===== src/rtl/tspp_types_pkg.sv =====
// Shared types for the TSPP memory arbiter: FSM state encoding, the latched
// bus request record and default sizing constants.
package tspp_types_pkg;

    localparam int unsigned ARB_ADDR_W              = 32;
    localparam int unsigned ARB_DATA_W              = 32;
    localparam int unsigned ARB_BE_W                = ARB_DATA_W / 8;
    localparam int unsigned DEFAULT_MAX_DATA_STREAK = 4;

    // Arbiter FSM states, explicitly encoded so waveforms and legacy tools agree.
    typedef enum logic [1:0] {
        IDLE = 2'd0,
        DREQ = 2'd1,
        IREQ = 2'd2
    } arb_state_t;

    // One granted bus access, held stable for the whole transaction.
    typedef struct packed {
        logic [ARB_ADDR_W-1:0] addr;
        logic [ARB_DATA_W-1:0] wdata;
        logic [ARB_BE_W-1:0]   byte_en;
        logic                  ren;
        logic                  wen;
    } arb_req_t;

endpackage


===== src/rtl/tspp_memory_arbiter.sv =====
// Memory bus arbiter for the two-stage TSPP pipeline. Data accesses win by
// default; a saturating streak counter hands the bus to a waiting fetch after
// MAX_DATA_STREAK consecutive data grants. Each grant is latched and replayed
// onto the bus until out_busy drops, then the FSM takes one IDLE cycle so a
// still-asserted request is not re-issued for the access just completed.
// The request record width comes from tspp_types_pkg, so ADDR_W/DATA_W must
// match the package widths.
module tspp_memory_arbiter
    import tspp_types_pkg::*;
#(
    parameter int unsigned ADDR_W          = ARB_ADDR_W,
    parameter int unsigned DATA_W          = ARB_DATA_W,
    parameter int unsigned MAX_DATA_STREAK = DEFAULT_MAX_DATA_STREAK
) (
    input  logic                CLK,
    input  logic                nRST,
    // fetch port
    input  logic                iren,
    input  logic [ADDR_W-1:0]   iaddr,
    output logic                ibusy,
    output logic [DATA_W-1:0]   irdata,
    // data port
    input  logic                dren,
    input  logic                dwen,
    input  logic [ADDR_W-1:0]   daddr,
    input  logic [DATA_W-1:0]   dwdata,
    input  logic [DATA_W/8-1:0] dbyte_en,
    output logic                dbusy,
    output logic [DATA_W-1:0]   drdata,
    // memory bus
    output logic [ADDR_W-1:0]   out_addr,
    output logic                out_ren,
    output logic                out_wen,
    output logic [DATA_W-1:0]   out_wdata,
    output logic [DATA_W/8-1:0] out_byte_en,
    input  logic [DATA_W-1:0]   out_rdata,
    input  logic                out_busy
);

    localparam int unsigned          STREAK_W   = $clog2(MAX_DATA_STREAK + 1);
    localparam logic [STREAK_W-1:0]  STREAK_MAX = STREAK_W'(MAX_DATA_STREAK);

    arb_state_t          state_r;
    arb_state_t          next_state_s;
    arb_req_t            req_r;
    arb_req_t            req_next_s;
    logic [STREAK_W-1:0] streak_r;
    logic [STREAK_W-1:0] streak_next_s;
    logic                dpend_s;
    logic                fetch_due_s;
    logic                active_s;

    // Arbitration decision, request capture and streak bookkeeping.
    always_comb begin
        next_state_s  = state_r;
        req_next_s    = req_r;
        streak_next_s = streak_r;
        dpend_s       = dren | dwen;
        fetch_due_s   = iren && (streak_r == STREAK_MAX);
        case (state_r)
            IDLE: begin
                if (dpend_s && !fetch_due_s) begin
                    next_state_s       = DREQ;
                    req_next_s.addr    = daddr;
                    req_next_s.wdata   = dwdata;
                    req_next_s.byte_en = dbyte_en;
                    req_next_s.ren     = dren;
                    req_next_s.wen     = dwen;
                    if (iren && (streak_r != STREAK_MAX)) begin
                        streak_next_s = streak_r + STREAK_W'(1'b1);
                    end else if (iren) begin
                        streak_next_s = streak_r;
                    end else begin
                        streak_next_s = {STREAK_W{1'b0}};
                    end
                end else if (iren) begin
                    next_state_s       = IREQ;
                    req_next_s.addr    = iaddr;
                    req_next_s.wdata   = {DATA_W{1'b0}};
                    req_next_s.byte_en = {(DATA_W/8){1'b1}};
                    req_next_s.ren     = 1'b1;
                    req_next_s.wen     = 1'b0;
                    streak_next_s      = {STREAK_W{1'b0}};
                end else begin
                    next_state_s  = IDLE;
                    streak_next_s = {STREAK_W{1'b0}};
                end
            end
            DREQ, IREQ: begin
                if (!out_busy) begin
                    next_state_s = IDLE;
                end else begin
                    next_state_s = state_r;
                end
            end
            default: begin
                next_state_s  = IDLE;
                streak_next_s = {STREAK_W{1'b0}};
            end
        endcase
    end

    // State, latched request and streak registers; reset abandons any access.
    always_ff @(posedge CLK or negedge nRST) begin
        if (!nRST) begin
            state_r  <= IDLE;
            req_r    <= '0;
            streak_r <= {STREAK_W{1'b0}};
        end else begin
            state_r  <= next_state_s;
            req_r    <= req_next_s;
            streak_r <= streak_next_s;
        end
    end

    // Bus drive comes only from registered state; a write beats a read.
    always_comb begin
        active_s    = (state_r != IDLE);
        out_addr    = req_r.addr;
        out_wdata   = req_r.wdata;
        out_byte_en = req_r.byte_en;
        if (active_s) begin
            out_wen = req_r.wen;
            out_ren = req_r.ren & ~req_r.wen;
        end else begin
            out_wen = 1'b0;
            out_ren = 1'b0;
        end
    end

    // Each busy drops only in its own completion cycle; read data flows through.
    always_comb begin
        ibusy  = ~((state_r == IREQ) && !out_busy);
        dbusy  = ~((state_r == DREQ) && !out_busy);
        irdata = out_rdata;
        drdata = out_rdata;
    end

endmodule

===== config.mk =====
export PLATFORM = sky130hd
export DESIGN_NAME = tspp_memory_arbiter
export DESIGN_NICKNAME = d
export VERILOG_FILES = /design/src/rtl/tspp_types_pkg.sv /design/src/rtl/tspp_memory_arbiter.sv
export SDC_FILE = /design/constraint.sdc
export NUM_CORES = 1
export LEC_CHECK = 0
export BUFFER_PORTS_ARGS = -buffer_cell sky130_fd_sc_hd__buf_2
export CAP_MARGIN = 20
export CORE_AREA = 2 2 106 108
export CTS_CLUSTER_DIAMETER = 50
export DETAILED_ROUTE_END_ITERATION = 12
export DIE_AREA = 0 0 108 110
export PLACE_DENSITY = 0.76
export SETUP_SLACK_MARGIN = 0.4
export SLEW_MARGIN = 10
export SYNTH_ARGS = -nofsm -noshare
export SYNTH_HDL_FRONTEND = slang
export SYNTH_SLANG_ARGS = --single-unit

===== constraint.sdc =====
create_clock -name CLK -period 1.9 [get_ports CLK]
set_clock_uncertainty 0.05 [all_clocks]
set_input_delay 0.38 -clock CLK [delete_from_list [all_inputs] [get_ports CLK]]
set_output_delay 0.38 -clock CLK [all_outputs]
set_load 0.005 [all_outputs]

# Yosys cells after proc, flatten, opt, wreduce, memory -nomap -nowiden
# Index checks and enable logic that the tools add are counted.
[totals] ff_bits=75 in_bits=138 output_inout_bits=136 word_cells=45
[classes] add_sub_neg=1 eq_ne=6 muxes=12 n_bitwise=6 n_reduce_logical=13
[op_table] operator="2-to-1 mux 70 bit" n=2
[op_table] operator="2-to-1 mux 3 bit" n=3
[op_table] operator="2-to-1 mux 2 bit" n=3
[op_table] operator="case mux 3 bit (2 select lines)" n=1
[op_table] operator="logical AND 1 bit" n=5
[op_table] operator="!= test 4 bit, second input constant" n=1
[op_table] operator="NOT 1 bit" n=4
[op_table] operator="case mux 2 bit (2 select lines)" n=1
[op_table] operator="AND reduction 2 bit" n=2
[op_table] operator="nonzero test 2 bit" n=2
[op_table] operator="adder 3 x 1 -> 3 bit, second input constant" n=1
[op_table] operator="equality test 3 bit, second input constant" n=1
[op_table] operator="!= test 3 bit, second input constant" n=1
[op_table] operator="equality test 2 x 1 -> 1 bit, second input constant" n=1
[op_table] operator="equality test 2 bit, second input constant" n=1
[op_table] operator="logical NOT 1 bit" n=2
[op_table] operator="logical NOT 2 bit" n=1
[op_table] operator="2-to-1 mux 1 bit" n=2
[op_table] operator="!= test 2 bit, second input constant" n=1
[op_table] operator="OR reduction 2 bit" n=1
[op_table] operator="bitwise AND 1 bit" n=1
[op_table] operator="bitwise OR 1 bit" n=1

# Depth between registers and ports, before layout
# Gate-level depths: netlist of the first run.
[depth] depth_word=6 mapped_depth=7 depth_no_buf=5

# Least setup slack after synthesis of the first run
# No wires, ideal clock.
[synth_path] path_type="register to register" start="register state_r[0]" end="register req_r, in the netlist out_wdata[0]" setup_ns=0.121 arrival_ns=1.331 required_ns=1.729 setup_slack_ns=0.398 path_stages_with_launch=7 path_buffers=2 period_less_slack_ns=1.502 cell_sequence="dfrtp_1 -> inv_1 -> ha_1 -> o31ai_4 -> buf_6 -> buf_4 -> a22o_1"
[synth_between] elab_chain_cells=2
[synth_lines] item="from (decl)" line_no="tspp_memory_arbiter.sv:43" source="arb_state_t state_r;"
[synth_lines] item="from (signal assigned)" line_no="tspp_memory_arbiter.sv:110" source="state_r <= next_state_s;"
[synth_lines] item="logical NOT 2 bit" line_no="tspp_memory_arbiter.sv:60" source="case (state_r)"
[synth_lines] item="AND reduction 2 bit (no source line)"
[synth_lines] item="to (signal assigned)" line_no="tspp_memory_arbiter.sv:111" source="req_r <= req_next_s;"
[synth_lines] item="to (decl)" line_no="tspp_memory_arbiter.sv:45" source="arb_req_t req_r;"
# Every way passes these cells.
# A chain may end at the register's enable or synchronous reset.

# Final worst setup path of the first run
[layout_path] start="register state_r[0]" end="output port out_ren"
[layout_between] elab_chain_cells=2
[layout_lines] item="nonzero test 2 bit" line_no="tspp_memory_arbiter.sv:118" source="active_s = (state_r != IDLE);"
[layout_lines] item="2-to-1 mux 1 bit" line_no="tspp_memory_arbiter.sv:122" source="if (active_s) begin"
[layout_lines] item="to (decl)" line_no="tspp_memory_arbiter.sv:32" source="output logic out_ren,"
# Every way passes these cells.

==> impl_summary.log, run 1 <==
[metrics] outcome: finished, final reports clean
[metrics] routability cong.: about 0.75
[metrics] Mapped Nets: approximately 580
[metrics] minimum setup slack among reg-to-reg paths: 180 ps
[metrics] sequential-to-total area share from yosys stat: 0.437
[metrics] min-delay worst type: in -> reg
[metrics] residual antenna-violating net count after detailed routing: 0
[metrics] area share of fa/ha/maj cells after synthesis: 0.0146
[metrics] portion of netlist area occupied by mux cells: 0.00495
[metrics] peak per-stage delay on the critical path: 380 ps
[metrics] buffer and inverter count on the worst path: 2
[metrics] synthesis-to-layout area growth: 26.2%
[metrics] total clock buffers created by CTS: 9
[metrics] number of max-cap violations: 0
[metrics] clock insertion delay at the later pin of the skew report: roughly 340 ps
[metrics] cells taking the most area after synthesis: sky130_fd_sc_hd__dfrtp_1 44%, sky130_fd_sc_hd__buf_4 24%, sky130_fd_sc_hd__a22o_1 6.9%
[metrics] sort of element at the end of the critical path: output pin
[metrics] largest fanout on the critical path: 3
[metrics] combinational share of power: 0.518
[metrics] cell taking the most area after synthesis: sky130_fd_sc_hd__dfrtp_1
[metrics] DR pass1 iterations: 4
[metrics] clock-pin slew of the registers on the worst-case setup and hold paths: roughly 90 ps
[metrics] switch share: 0.362
[metrics] ordered cell list for the critical path: inv_2 > ha_4 > nor3b_2 > buf_2
[metrics] first-pass GRT wire length: 17000 um
[metrics] num ports: 274
[metrics] Worst EP arrival: 1290 ps
[metrics] number of synthesized register bits: 75
[metrics] Internal: 5.43 mW
[metrics] wire length per cell after detailed routing: around 19 um
[metrics] Initial Util: 0.401
[metrics] placed instance area: 0.00431 mm^2
[metrics] total wire length after detailed routing: ~13000 um
[metrics] Warnings, synthesis: 0
[metrics] core outline area: about 0.011 mm^2
[metrics] combined area of the multi-input logic cells: 0.00163 mm^2
[metrics] Iter 0 DRT Violations: 260
[metrics] total DRC errors in the routed layout: 0
[metrics] pre-CTS setup slack: 246 ps
[metrics] chip height: 110 um
[metrics] unrepaired setup endpoints after global routing: yes
[metrics] final count of hold timing violations: 0
[metrics] placed wire-length estimate: around 7500 um
[metrics] post-synthesis xor/xnor area fraction: 0
[metrics] post-detailed-route via-to-cell ratio: 5.31
[metrics] critical path data required time: 1470 ps
[metrics] Seq pwr share: 0.332
[metrics] relative max-transition margin: 0.529
[metrics] accumulated negative setup slack: 0 ps
[metrics] Sequential Area: 0.00188 mm^2
[metrics] area fraction in and, or, nand and nor cells after synthesis: 0.0542
[metrics] depth of the CTS H-tree: 3
[metrics] max-slew violation total from the final report: 0
[metrics] GRT overflow: 0
[metrics] FP Rows: 38
[metrics] core occupancy in the finished layout: 0.507
[metrics] number of vias after detailed routing: 3421
[metrics] number of fill cells: 943
[metrics] Max Buffers Root-to-Sink: 2
[metrics] syn avg cell area: 9.85 um^2
[metrics] initial antenna violation count: 0
[metrics] Critical Setup Path Class: reg -> out
[metrics] Psw: between 3 and 4 mW
[metrics] Port-buffer cells: 177
[metrics] fin worst setup slack: 183 ps
[metrics] share of Yosys cell area claimed by the top area cell type: 0.437
[metrics] total number of nets in the final design: 642
[metrics] number of global-route vias before repair: between 3000 and 4000
[metrics] leading cell types in the layout, fill and taps excluded: 176 x sky130_fd_sc_hd__buf_2, 75 x sky130_fd_sc_hd__dfrtp_1, 34 x sky130_fd_sc_hd__a22o_1, 33 x sky130_fd_sc_hd__nor2_1, 31 x sky130_fd_sc_hd__o21ai_0
[metrics] worst IR drop on VDD: 0.563 mV
[metrics] most common cell after layout, fill and taps aside: sky130_fd_sc_hd__buf_2
[metrics] share of cells above drive strength 1: 0.550
[metrics] total of endpoints with negative setup slack in the final report: 0
[metrics] type of origin of the critical path: flip-flop
[metrics] number of antenna cells inserted: 0
[metrics] Leakage Power: 2.48 nW
[metrics] areal power density over the cells: 1570 mW/mm^2
[metrics] Top Family by Delay on Critical Path: flip-flops
[metrics] fraction of the mapped netlist area in compound gates: 0.215
[metrics] TritonCTS clock tree: built
[metrics] Mapped Cells: 436
[metrics] final worst path period share: 0.904
[metrics] proportion of power drawn by the clock network: 0.150
[metrics] Cell variety after synth: 30
[metrics] final standard cell area without fillers: 0.00542 mm^2
[metrics] Overall Global Routing Usage: 0.187
[metrics] CP max-delay cell: sky130_fd_sc_hd__dfrtp_1
[metrics] maximum number of pins on one net before global-route repair: 45
[metrics] slew at the pin with the worst max-slew slack: just over 700 ps
[metrics] root cell of the clock tree: sky130_fd_sc_hd__clkbuf_8
[metrics] width of the chip: 108 um
[metrics] area of the die: about 0.012 mm^2
[metrics] clock period minus final worst setup slack: 1720 ps
[metrics] worst hold-check slack: just under 200 ps
[metrics] mapped cell area: 0.00429 mm^2
[metrics] count of clock tree sinks: 75
[metrics] timing-limited maximum frequency: 582 MHz
[metrics] largest family of logic cells by synthesized area: buffers and inverters
-- through the flow --
| step | power (mW) | cells |
|---|---|---|
| detailed placement | 5.71 | 604 |
| floorplan | 5.47 | 436 |
| global placement | 5.59 | 604 |
| global route | 9.05 | 644 |
| CTS | 8.01 | 637 |
| finish | 8.51 | 644 |
-- final timing paths --
path	end	depth (start not counted)	startpoint
setup / recovery	out_ren	4	state_r[0]
hold / removal	out_wdata[1]	2	dwdata[1]
setup reg to reg	out_addr[8]	8	state_r[0]
hold reg to reg	out_wdata[22]	1	out_wdata[22]
max in group asynchronous	out_byte_en[3]	3	nRST
min in group asynchronous	out_addr[18]	2	nRST
-- power groups by stage --
stage                     clock (mW)  combinational (mW)  sequential, mW
after floorplan                    0                2.75            2.72
after global placement             0                2.78            2.81
after detailed placement           0                2.87            2.85
after CTS                       1.32                3.88            2.82
after global routing            1.38                4.75            2.91
final                           1.27                4.41            2.83
-- logic make-up after synthesis --
kind of cell    after synthesis
flops                        75
buf+inv                     163
fa+ha+maj                     5
simple gates                 50
compound gates              141
mux                           2
-- repair_timing --
action | 4_1_cts | 5_1_grt
pin swaps | 8 | 10
hold buffers | 1 | 0
endpoints found under the hold margin | 31 | 0
endpoints found under the setup margin | 78 | 77
setup buffers | 9 | 2
resized for setup | 40 | 38
cloned | 7 | 5
-- metal layers --
metal | up-vias | global-route usage | routed length, um
met1 | 1659 | 0.220 | 4880
met3 | 61 | 0.0500 | 968
met5 | - | 0 | 0
met4 | 0 | 0.0998 | 511
li1 | 1527 | - | -
met2 | 174 | 0.315 | 6170
-- Yosys cell counts --
master,number
sky130_fd_sc_hd__a211oi_1,1
sky130_fd_sc_hd__a21bo_2,1
sky130_fd_sc_hd__a21oi_1,33
sky130_fd_sc_hd__a221o_1,1
sky130_fd_sc_hd__a22o_1,34
sky130_fd_sc_hd__a31oi_1,32
sky130_fd_sc_hd__and3_2,1
sky130_fd_sc_hd__buf_2,9
sky130_fd_sc_hd__buf_4,135
sky130_fd_sc_hd__buf_6,6
sky130_fd_sc_hd__clkbuf_1,9
sky130_fd_sc_hd__dfrtp_1,75
sky130_fd_sc_hd__ha_1,5
sky130_fd_sc_hd__inv_1,4
sky130_fd_sc_hd__mux2_2,1
sky130_fd_sc_hd__mux2i_1,1
sky130_fd_sc_hd__nand2_1,3
sky130_fd_sc_hd__nand2b_1,3
sky130_fd_sc_hd__nand3_1,2
sky130_fd_sc_hd__nor2_1,33
sky130_fd_sc_hd__nor2_2,1
sky130_fd_sc_hd__nor2b_1,3
sky130_fd_sc_hd__nor3_4,1
sky130_fd_sc_hd__nor3b_1,1
sky130_fd_sc_hd__nor4_1,1
sky130_fd_sc_hd__o21ai_0,32
sky130_fd_sc_hd__o22a_1,5
sky130_fd_sc_hd__o31a_1,1
sky130_fd_sc_hd__o31ai_4,1
sky130_fd_sc_hd__or2_2,1
-- layout make-up --
class | instances | area share
Inverter | 4 | 0.00277
Timing Repair Buffer | 211 | 0.280
Sequential cell | 75 | 0.346
Clock buffer | 10 | 0.0254
Tap cell | 140 | 0.0323
Multi-Input combinational cell | 198 | 0.300
Clock inverter | 6 | 0.0134
-- state kept, by name (all words and copies together), names as in the netlist --
signal	cells
out_wdata	32
state_r	2
out_byte_en	4
req_r	2
out_addr	32
streak_r	3
-- worst register-to-register path, stage by stage (launching register included) --
cell and delay, ps:
sky130_fd_sc_hd__dfrtp_1 400, sky130_fd_sc_hd__inv_2 110, sky130_fd_sc_hd__ha_4 160, sky130_fd_sc_hd__buf_4 140
sky130_fd_sc_hd__o31ai_4 150, sky130_fd_sc_hd__buf_12 180, sky130_fd_sc_hd__clkbuf_16 170, sky130_fd_sc_hd__a31oi_4 150
sky130_fd_sc_hd__a21oi_2 80
Note: power is estimated with default switching activity, not from simulation.
==> run 2, diff against run 1 <==
==> constraint.sdc (replaced) <==
create_clock -name CLK -period 2 [get_ports CLK]
set_clock_uncertainty 0.05 [all_clocks]
set_input_delay 0.4 -clock CLK [delete_from_list [all_inputs] [get_ports CLK]]
set_output_delay 0.4 -clock CLK [all_outputs]
set_load 0.005 [all_outputs]
==> impl_summary.log, run 2 (same netlist as run 1, synthesis figures left out) <==
[metrics] outcome: finished, final reports clean (unchanged)
[metrics] chip height: 110 um (unchanged)
[metrics] final worst path period share: 0.934
[metrics] clock period minus final worst setup slack: 1870 ps
[metrics] placed wire-length estimate: 7630 um (was 7520 um)
[metrics] FP Rows: 38 (unchanged)
[metrics] critical path data required time: 1550 ps (was 1470 ps)
[metrics] startpoint of the lowest-slack register-to-register path: state_r[0] (unchanged)
[metrics] unrepaired setup endpoints after global routing: yes (unchanged)
[metrics] count of clock tree sinks: 75 (unchanged)
[metrics] switch share: 0.380 (was 0.362)
[metrics] total number of nets in the final design: 653 (was 642)
[metrics] Overall Global Routing Usage: 0.179 (was 0.187)
[metrics] total wire length after detailed routing: 14100 um (was 12500 um)
[metrics] Worst EP arrival: 1420 ps (was 1290 ps)
[metrics] Port-buffer cells: 177 (unchanged)
[metrics] residual antenna-violating net count after detailed routing: 0 (unchanged)
[metrics] area of the die: 0.0119 mm^2 (unchanged)
[metrics] number of global-route vias before repair: 3193 (was 3269)
[metrics] placed instance area: 0.00430 mm^2 (was 0.00431 mm^2)
[metrics] total DRC errors in the routed layout: 0 (unchanged)
[metrics] sort of element at the end of the critical path: output pin (unchanged)
[metrics] most common cell after layout, fill and taps aside: sky130_fd_sc_hd__buf_2 (unchanged)
[metrics] synthesis-to-layout area growth: 33.8% (was 26.2%)
[metrics] first-pass GRT wire length: 16100 um (was 17000 um)
[metrics] routability cong.: 0.766 (was 0.747)
[metrics] TritonCTS clock tree: built (unchanged)
[metrics] total instance count after detailed placement: 604 (unchanged)
[metrics] number of fill cells: 915 (was 943)
[metrics] Min-Delay Startpoint: dwdata[1] (unchanged)
[metrics] final standard cell area without fillers: 0.00574 mm^2 (was 0.00542 mm^2)
[metrics] total of endpoints with negative setup slack in the final report: 0 (unchanged)
[metrics] depth of the CTS H-tree: 3 (unchanged)
[metrics] largest fanout on the critical path: 4 (was 3)
[metrics] pre-CTS setup slack: -148 ps (was 246 ps)
[metrics] timing-limited maximum frequency: about 540 MHz
[metrics] Psw: 3.26 mW (was 3.08 mW)
[metrics] number of vias after detailed routing: 3540 (was 3421)
[metrics] num ports: 274 (unchanged)
[metrics] root cell of the clock tree: sky130_fd_sc_hd__clkbuf_8 (unchanged)
[metrics] worst hold-check slack: 197 ps (was 192 ps)
[metrics] Internal: 5.32 mW (was 5.43 mW)
[metrics] initial antenna violation count: 0 (unchanged)
[metrics] type of origin of the critical path: flip-flop (unchanged)
[metrics] GRT overflow: 0 (unchanged)
[metrics] post-route insts no fill: 655 (was 644)
[metrics] post-detailed-route via-to-cell ratio: 5.40 (was 5.31)
[metrics] fin worst setup slack: 133 ps (was 183 ps)
[metrics] leading cell types in the layout, fill and taps excluded: 176 x sky130_fd_sc_hd__buf_2, 75 x sky130_fd_sc_hd__dfrtp_1, 34 x sky130_fd_sc_hd__a22o_1, 29 x sky130_fd_sc_hd__nor2_1, 29 x sky130_fd_sc_hd__o21ai_0 (was 176 x sky130_fd_sc_hd__buf_2, 75 x sky130_fd_sc_hd__dfrtp_1, 34 x sky130_fd_sc_hd__a22o_1, 33 x sky130_fd_sc_hd__nor2_1, 31 x sky130_fd_sc_hd__o21ai_0)
[metrics] maximum number of pins on one net before global-route repair: 40 (was 45)
[metrics] share of cells above drive strength 1: 0.600 (was 0.550)
[metrics] combinational share of power: 0.534 (was 0.518)
[metrics] Iter 0 DRT Violations: 347 (was 260)
[metrics] areal power density over the cells: 1490 mW/mm^2 (was 1570 mW/mm^2)
[metrics] min-delay worst type: in -> reg (unchanged)
[metrics] total clock buffers created by CTS: 9 (unchanged)
[metrics] Leakage Power: 2.57 nW (was 2.48 nW)
[metrics] Critical Setup Path Class: reg -> out (unchanged)
[metrics] clock insertion delay at the later pin of the skew report: 360 ps (was 340 ps)
[metrics] worst IR drop on VDD: 0.782 mV (was 0.563 mV)
[metrics] slew at the pin with the worst max-slew slack: 504 ps (was 707 ps)
[metrics] Seq pwr share: 0.318 (was 0.332)
[metrics] width of the chip: 108 um (unchanged)
[metrics] clock-pin slew of the registers on the worst-case setup and hold paths: 100 ps (was 90 ps)
[metrics] accumulated negative setup slack: 0 ps (unchanged)
[metrics] DR pass1 iterations: 5 (was 4)
[metrics] wire length per cell after detailed routing: 21.5 um (was 19.5 um)
[metrics] number of antenna cells inserted: 0 (unchanged)
[metrics] source of the critical timing path: state_r[0] (unchanged)
[metrics] max-slew violation total from the final report: 0 (unchanged)
[metrics] Initial Util: 0.401 (unchanged)
[metrics] relative max-transition margin: 0.664 (was 0.529)
[metrics] proportion of power drawn by the clock network: 0.148 (was 0.150)
[metrics] number of max-cap violations: 0 (unchanged)
[metrics] core outline area: 0.0107 mm^2 (unchanged)
[metrics] Max Buffers Root-to-Sink: 2 (unchanged)
[metrics] final count of hold timing violations: 0 (unchanged)
[run 2: cell count changes in the layout (fill, tap and decap cells not counted), moves of 3 or more]
cell | previous run | this run
sky130_fd_sc_hd__a21oi_2 | 7 | 26
sky130_fd_sc_hd__buf_6 | 5 | 9
sky130_fd_sc_hd__a31oi_2 | 12 | 0
sky130_fd_sc_hd__a21oi_1 | 26 | 7
sky130_fd_sc_hd__inv_6 | 1 | 4
sky130_fd_sc_hd__a31oi_4 | 15 | 27
sky130_fd_sc_hd__nor2_4 | 0 | 3
sky130_fd_sc_hd__clkinv_4 | 3 | 0
sky130_fd_sc_hd__nor2_1 | 33 | 29
sky130_fd_sc_hd__buf_16 | 7 | 1
sky130_fd_sc_hd__buf_4 | 6 | 12
sky130_fd_sc_hd__clkbuf_16 | 4 | 11
[run 2: final cells by class]
cell class                      count  area [um^2]  area share
Clock buffer                        9          124      0.0216
Multi-Input combinational cell    199         1860       0.324
Tap cell                          140          175      0.0305
Clock inverter                      7         87.6      0.0153
Inverter                            4         15.0     0.00261
Timing Repair Buffer              221         1600       0.279
Sequential cell                    75         1880       0.327
[run 2: final timing paths]
check / end / slack, ps / depth (start not counted)
min reg2reg: out_wdata[26] / 460 / 1
max reg2reg: out_wdata[11] / 240 / 9
max: out_ren / 130 / 5
min in group asynchronous: out_addr[25] / 480 / 2
max in group asynchronous: out_wdata[31] / 830 / 3
min: out_wdata[1] / 200 / 2
[run 2: critical path: stages (launching register included)]
cell	delay, ps
sky130_fd_sc_hd__dfrtp_1	390
sky130_fd_sc_hd__inv_2	80
sky130_fd_sc_hd__ha_4	170
sky130_fd_sc_hd__buf_6	120
sky130_fd_sc_hd__nor3b_4	150
sky130_fd_sc_hd__buf_2	150
[run 2: metrics by stage]
step | utilization | power [mW]
2_1_floorplan | - | 5.19
3_3_place_gp | 0.402 | 5.23
3_5_place_dp | 0.402 | 5.36
4_1_cts | 0.441 | 6.96
5_1_grt | 0.537 | 9.04
6_report | 0.537 | 8.58
[run 2: power by group through the flow]
| stage | Clock, mW | Sequential (mW) | Combinational [mW] |
|---|---|---|---|
| detailed placement | 0 | 2.71 | 2.65 |
| global route | 1.39 | 2.80 | 4.85 |
| floorplan | 0 | 2.59 | 2.61 |
| CTS | 1.30 | 2.68 | 2.98 |
| global placement | 0 | 2.69 | 2.54 |
| finish | 1.27 | 2.73 | 4.58 |
[run 2: timing repair]
item                                    4_1_cts  5_1_grt
hold buffers                                  1        0
gates resized for setup                      21      101
endpoints found under the setup margin       77       75
hold endpoints to repair                     36        0
pin swaps                                     4       40
gates cloned                                  2       14
buffers inserted                              7       11
[run 2: layer usage]
layer,track usage,vias to the layer above,wire length (um)
met2,0.308,185,7360
met1,0.209,1765,5320
met4,0.0778,0,442
met3,0.0500,40,974
li1,-,1550,-
met5,0,-,0
==> run 3, diff against run 2 <==
--- a/config.mk
+++ b/config.mk
@@ -12,6 +12,7 @@
 export DETAILED_ROUTE_END_ITERATION = 12
 export DIE_AREA = 0 0 108 110
 export PLACE_DENSITY = 0.76
+export RECOVER_POWER = 25
 export SETUP_SLACK_MARGIN = 0.4
 export SLEW_MARGIN = 10
 export SYNTH_ARGS = -nofsm -noshare
==> constraint.sdc (replaced) <==
create_clock -name CLK -period 2 [get_ports CLK]
set_clock_uncertainty 0.05 [all_clocks]
set_input_delay 0.1 -clock CLK [delete_from_list [all_inputs] [get_ports CLK]]
set_output_delay 0.1 -clock CLK [all_outputs]
set_load 0.005 [all_outputs]
==> impl_summary.log, run 3 (same netlist as run 1, synthesis figures left out) <==
[metrics] GRT overflow: 0 (unchanged)
[metrics] min-delay worst type: in -> reg (unchanged)
[metrics] outcome: finished, final reports clean (unchanged)
[metrics] ordered cell list for the critical path: inv_2 > ha_4 > and3_4 > nor3_4 > buf_6 > clkbuf_16 > a22o_1 (was inv_2 > ha_4 > buf_6 > nor3b_4 > buf_2)
[metrics] total DRC errors in the routed layout: 0 (unchanged)
[metrics] Critical Setup Path Class: reg -> reg (was reg -> out)
[metrics] minimum setup slack among reg-to-reg paths: 450 ps (was 240 ps)
[metrics] final count of hold timing violations: 0 (unchanged)
[metrics] accumulated negative setup slack: 0 ps (unchanged)
[metrics] wire length per cell after detailed routing: 17.1 um (was 21.5 um)
[metrics] post-detailed-route via-to-cell ratio: 5.15 (was 5.40)
[metrics] routability cong.: 0.794 (was 0.766)
[metrics] total wire length after detailed routing: 12000 um (was 14100 um)
[metrics] clock period minus final worst setup slack: 1550 ps (was 1870 ps)
[metrics] TritonCTS clock tree: built (unchanged)
[metrics] Top Family by Delay on Critical Path: flip-flops (unchanged)
[metrics] leading cell types in the layout, fill and taps excluded: 176 x sky130_fd_sc_hd__buf_2, 75 x sky130_fd_sc_hd__dfrtp_1, 71 x sky130_fd_sc_hd__dlygate4sd3_1, 34 x sky130_fd_sc_hd__a22o_1 (was 176 x sky130_fd_sc_hd__buf_2, 75 x sky130_fd_sc_hd__dfrtp_1, 34 x sky130_fd_sc_hd__a22o_1, 29 x sky130_fd_sc_hd__nor2_1, 29 x sky130_fd_sc_hd__o21ai_0)
[metrics] worst IR drop on VDD: 0.566 mV (was 0.782 mV)
[metrics] number of max-cap violations: 0 (unchanged)
[metrics] critical path data required time: 2240 ps (was 1550 ps)
[metrics] total number of nets in the final design: 699 (was 653)
[metrics] share of cells above drive strength 1: 0.408 (was 0.600)
[metrics] peak per-stage delay on the critical path: 410 ps (was 390 ps)
[metrics] chip height: 110 um (unchanged)
[metrics] source of the critical timing path: streak_r[0] (was state_r[0])
[metrics] CP max-delay cell: sky130_fd_sc_hd__dfrtp_1 (unchanged)
[metrics] Leakage Power: 2.58 nW (was 2.57 nW)
[metrics] total clock buffers created by CTS: 9 (unchanged)
[metrics] Overall Global Routing Usage: 0.188 (was 0.179)
[metrics] Min-Delay Startpoint: daddr[3] (was dwdata[1])
[metrics] post-route insts no fill: 701 (was 655)
[metrics] number of global-route vias before repair: 3576 (was 3193)
[metrics] unrepaired setup endpoints after global routing: no (was yes)
[metrics] clock-pin slew of the registers on the worst-case setup and hold paths: 80 ps (was 100 ps)
[metrics] total instance count after detailed placement: 605 (was 604)
[metrics] depth of the CTS H-tree: 3 (unchanged)
[metrics] clock insertion delay at the later pin of the skew report: 350 ps (was 360 ps)
[metrics] Worst EP arrival: 1800 ps (was 1420 ps)
[metrics] startpoint of the lowest-slack register-to-register path: streak_r[0] (was state_r[0])
[metrics] Max Buffers Root-to-Sink: 2 (unchanged)
[metrics] number of antenna cells inserted: 0 (unchanged)
[metrics] most common cell after layout, fill and taps aside: sky130_fd_sc_hd__buf_2 (unchanged)
[metrics] areal power density over the cells: 1290 mW/mm^2 (was 1490 mW/mm^2)
[metrics] root cell of the clock tree: sky130_fd_sc_hd__clkbuf_8 (unchanged)
[metrics] num ports: 274 (unchanged)
[metrics] Initial Util: 0.401 (unchanged)
[metrics] first-pass GRT wire length: 17100 um (was 16100 um)
[metrics] type of origin of the critical path: flip-flop (unchanged)
[metrics] maximum number of pins on one net before global-route repair: 44 (was 40)
[metrics] synthesis-to-layout area growth: 26.6% (was 33.8%)
[metrics] area of the die: 0.0119 mm^2 (unchanged)
[metrics] width of the chip: 108 um (unchanged)
[metrics] final worst path period share: 0.777 (was 0.934)
[metrics] relative max-transition margin: 0.388 (was 0.664)
[metrics] sort of element at the end of the critical path: flip-flop (was output pin)
[metrics] placed wire-length estimate: 7820 um (was 7630 um)
[metrics] timing-limited maximum frequency: 643 MHz (was 535 MHz)
[metrics] Iter 0 DRT Violations: 425 (was 347)
[metrics] count of clock tree sinks: 75 (unchanged)
[metrics] Port-buffer cells: 177 (unchanged)
[metrics] post-layout total power: 7.02 mW (was 8.58 mW)
[metrics] max-slew violation total from the final report: 0 (unchanged)
[metrics] largest fanout on the critical path: 8 (was 4)
[metrics] buffer and inverter count on the worst path: 3 (unchanged)
[metrics] initial antenna violation count: 0 (unchanged)
[metrics] total of endpoints with negative setup slack in the final report: 0 (unchanged)
[metrics] DR pass1 iterations: 6 (was 5)
[metrics] FP Rows: 38 (unchanged)
[metrics] core outline area: 0.0107 mm^2 (unchanged)
[metrics] residual antenna-violating net count after detailed routing: 0 (unchanged)
[metrics] slew at the pin with the worst max-slew slack: 918 ps (was 504 ps)
[metrics] number of vias after detailed routing: 3612 (was 3540)
## run 3: changes by cell type in the layout (fill, tap and decap cells not counted), moves of 5 or more
cell | before | now
sky130_fd_sc_hd__buf_12 | 10 | 5
sky130_fd_sc_hd__a31oi_4 | 27 | 0
sky130_fd_sc_hd__buf_6 | 9 | 4
sky130_fd_sc_hd__dlygate4sd3_1 | 1 | 71
sky130_fd_sc_hd__a31oi_1 | 5 | 31
sky130_fd_sc_hd__a21oi_2 | 26 | 0
sky130_fd_sc_hd__a21oi_1 | 7 | 33
sky130_fd_sc_hd__clkbuf_16 | 11 | 2
## run 3: through the flow
step	cell area (um^2)	worst slack (ps)	hold slack (ps)	util
final	5430	445	12.0	0.508
after CTS	5260	393	0.0777	0.491
after floorplan	4290	498	-246	-
after detailed placement	4330	259	33.5	0.405
after global routing	5430	375	2.47	0.508
after global placement	4330	332	32.4	0.405
## run 3: report_power, final
part	internal (mW)	switching, mW
logic	1.64	1.51
clock network	0.589	0.584
registers	2.26	0.430
total	4.49	2.53
## run 3: worst paths after layout
| path | to | cells past startpoint |
|---|---|---|
| worst min register to register | out_wdata[21] | 1 |
| min in group asynchronous | out_wdata[11] | 2 |
| worst max register to register | out_wdata[22] | 7 |
| max in group asynchronous | req_r[1] | 3 |
| worst max-delay path | out_wdata[22] | 7 |
| worst min-delay path | out_addr[3] | 3 |
## run 3: timing repair
| item | CTS | global route |
|---|---|---|
| resized for setup | 4 | 18 |
| pin swaps | 0 | 4 |
| hold buffers | 71 | 0 |
| gates cloned | 0 | 3 |
| endpoints found under the hold margin | 102 | 0 |
| buffers inserted | 0 | 6 |
| setup endpoints to repair | 58 | 75 |
## run 3: routing by layer
layer,vias to the layer above,global-route usage,share of wire
met3,40,0.0482,0.081
met4,0,0.113,0.029
met2,202,0.329,0.52
met1,1739,0.205,0.38
li1,1631,-,-
met5,-,0,0
## run 3: layout make-up
cell class	count	area [um^2]
fill	968	5270
sequential	75	1880
timing repair buffer	268	1870
multi-input combinational	198	1300
tap	140	175
clock buffer	10	128
clock inverter	6	72.6
inverter	4	15.0
## run 3: worst reg2reg max path, delay by kind of cell, from the launching register on
| kind | cells | cell delay (ps) |
|---|---|---|
| DFF | 1 | 410 |
| and+or+nand+nor | 2 | 390 |
| buffers and inverters | 3 | 350 |
| adders and majority gates | 1 | 160 |
| AOI/OAI and AO/OA | 1 | 130 |
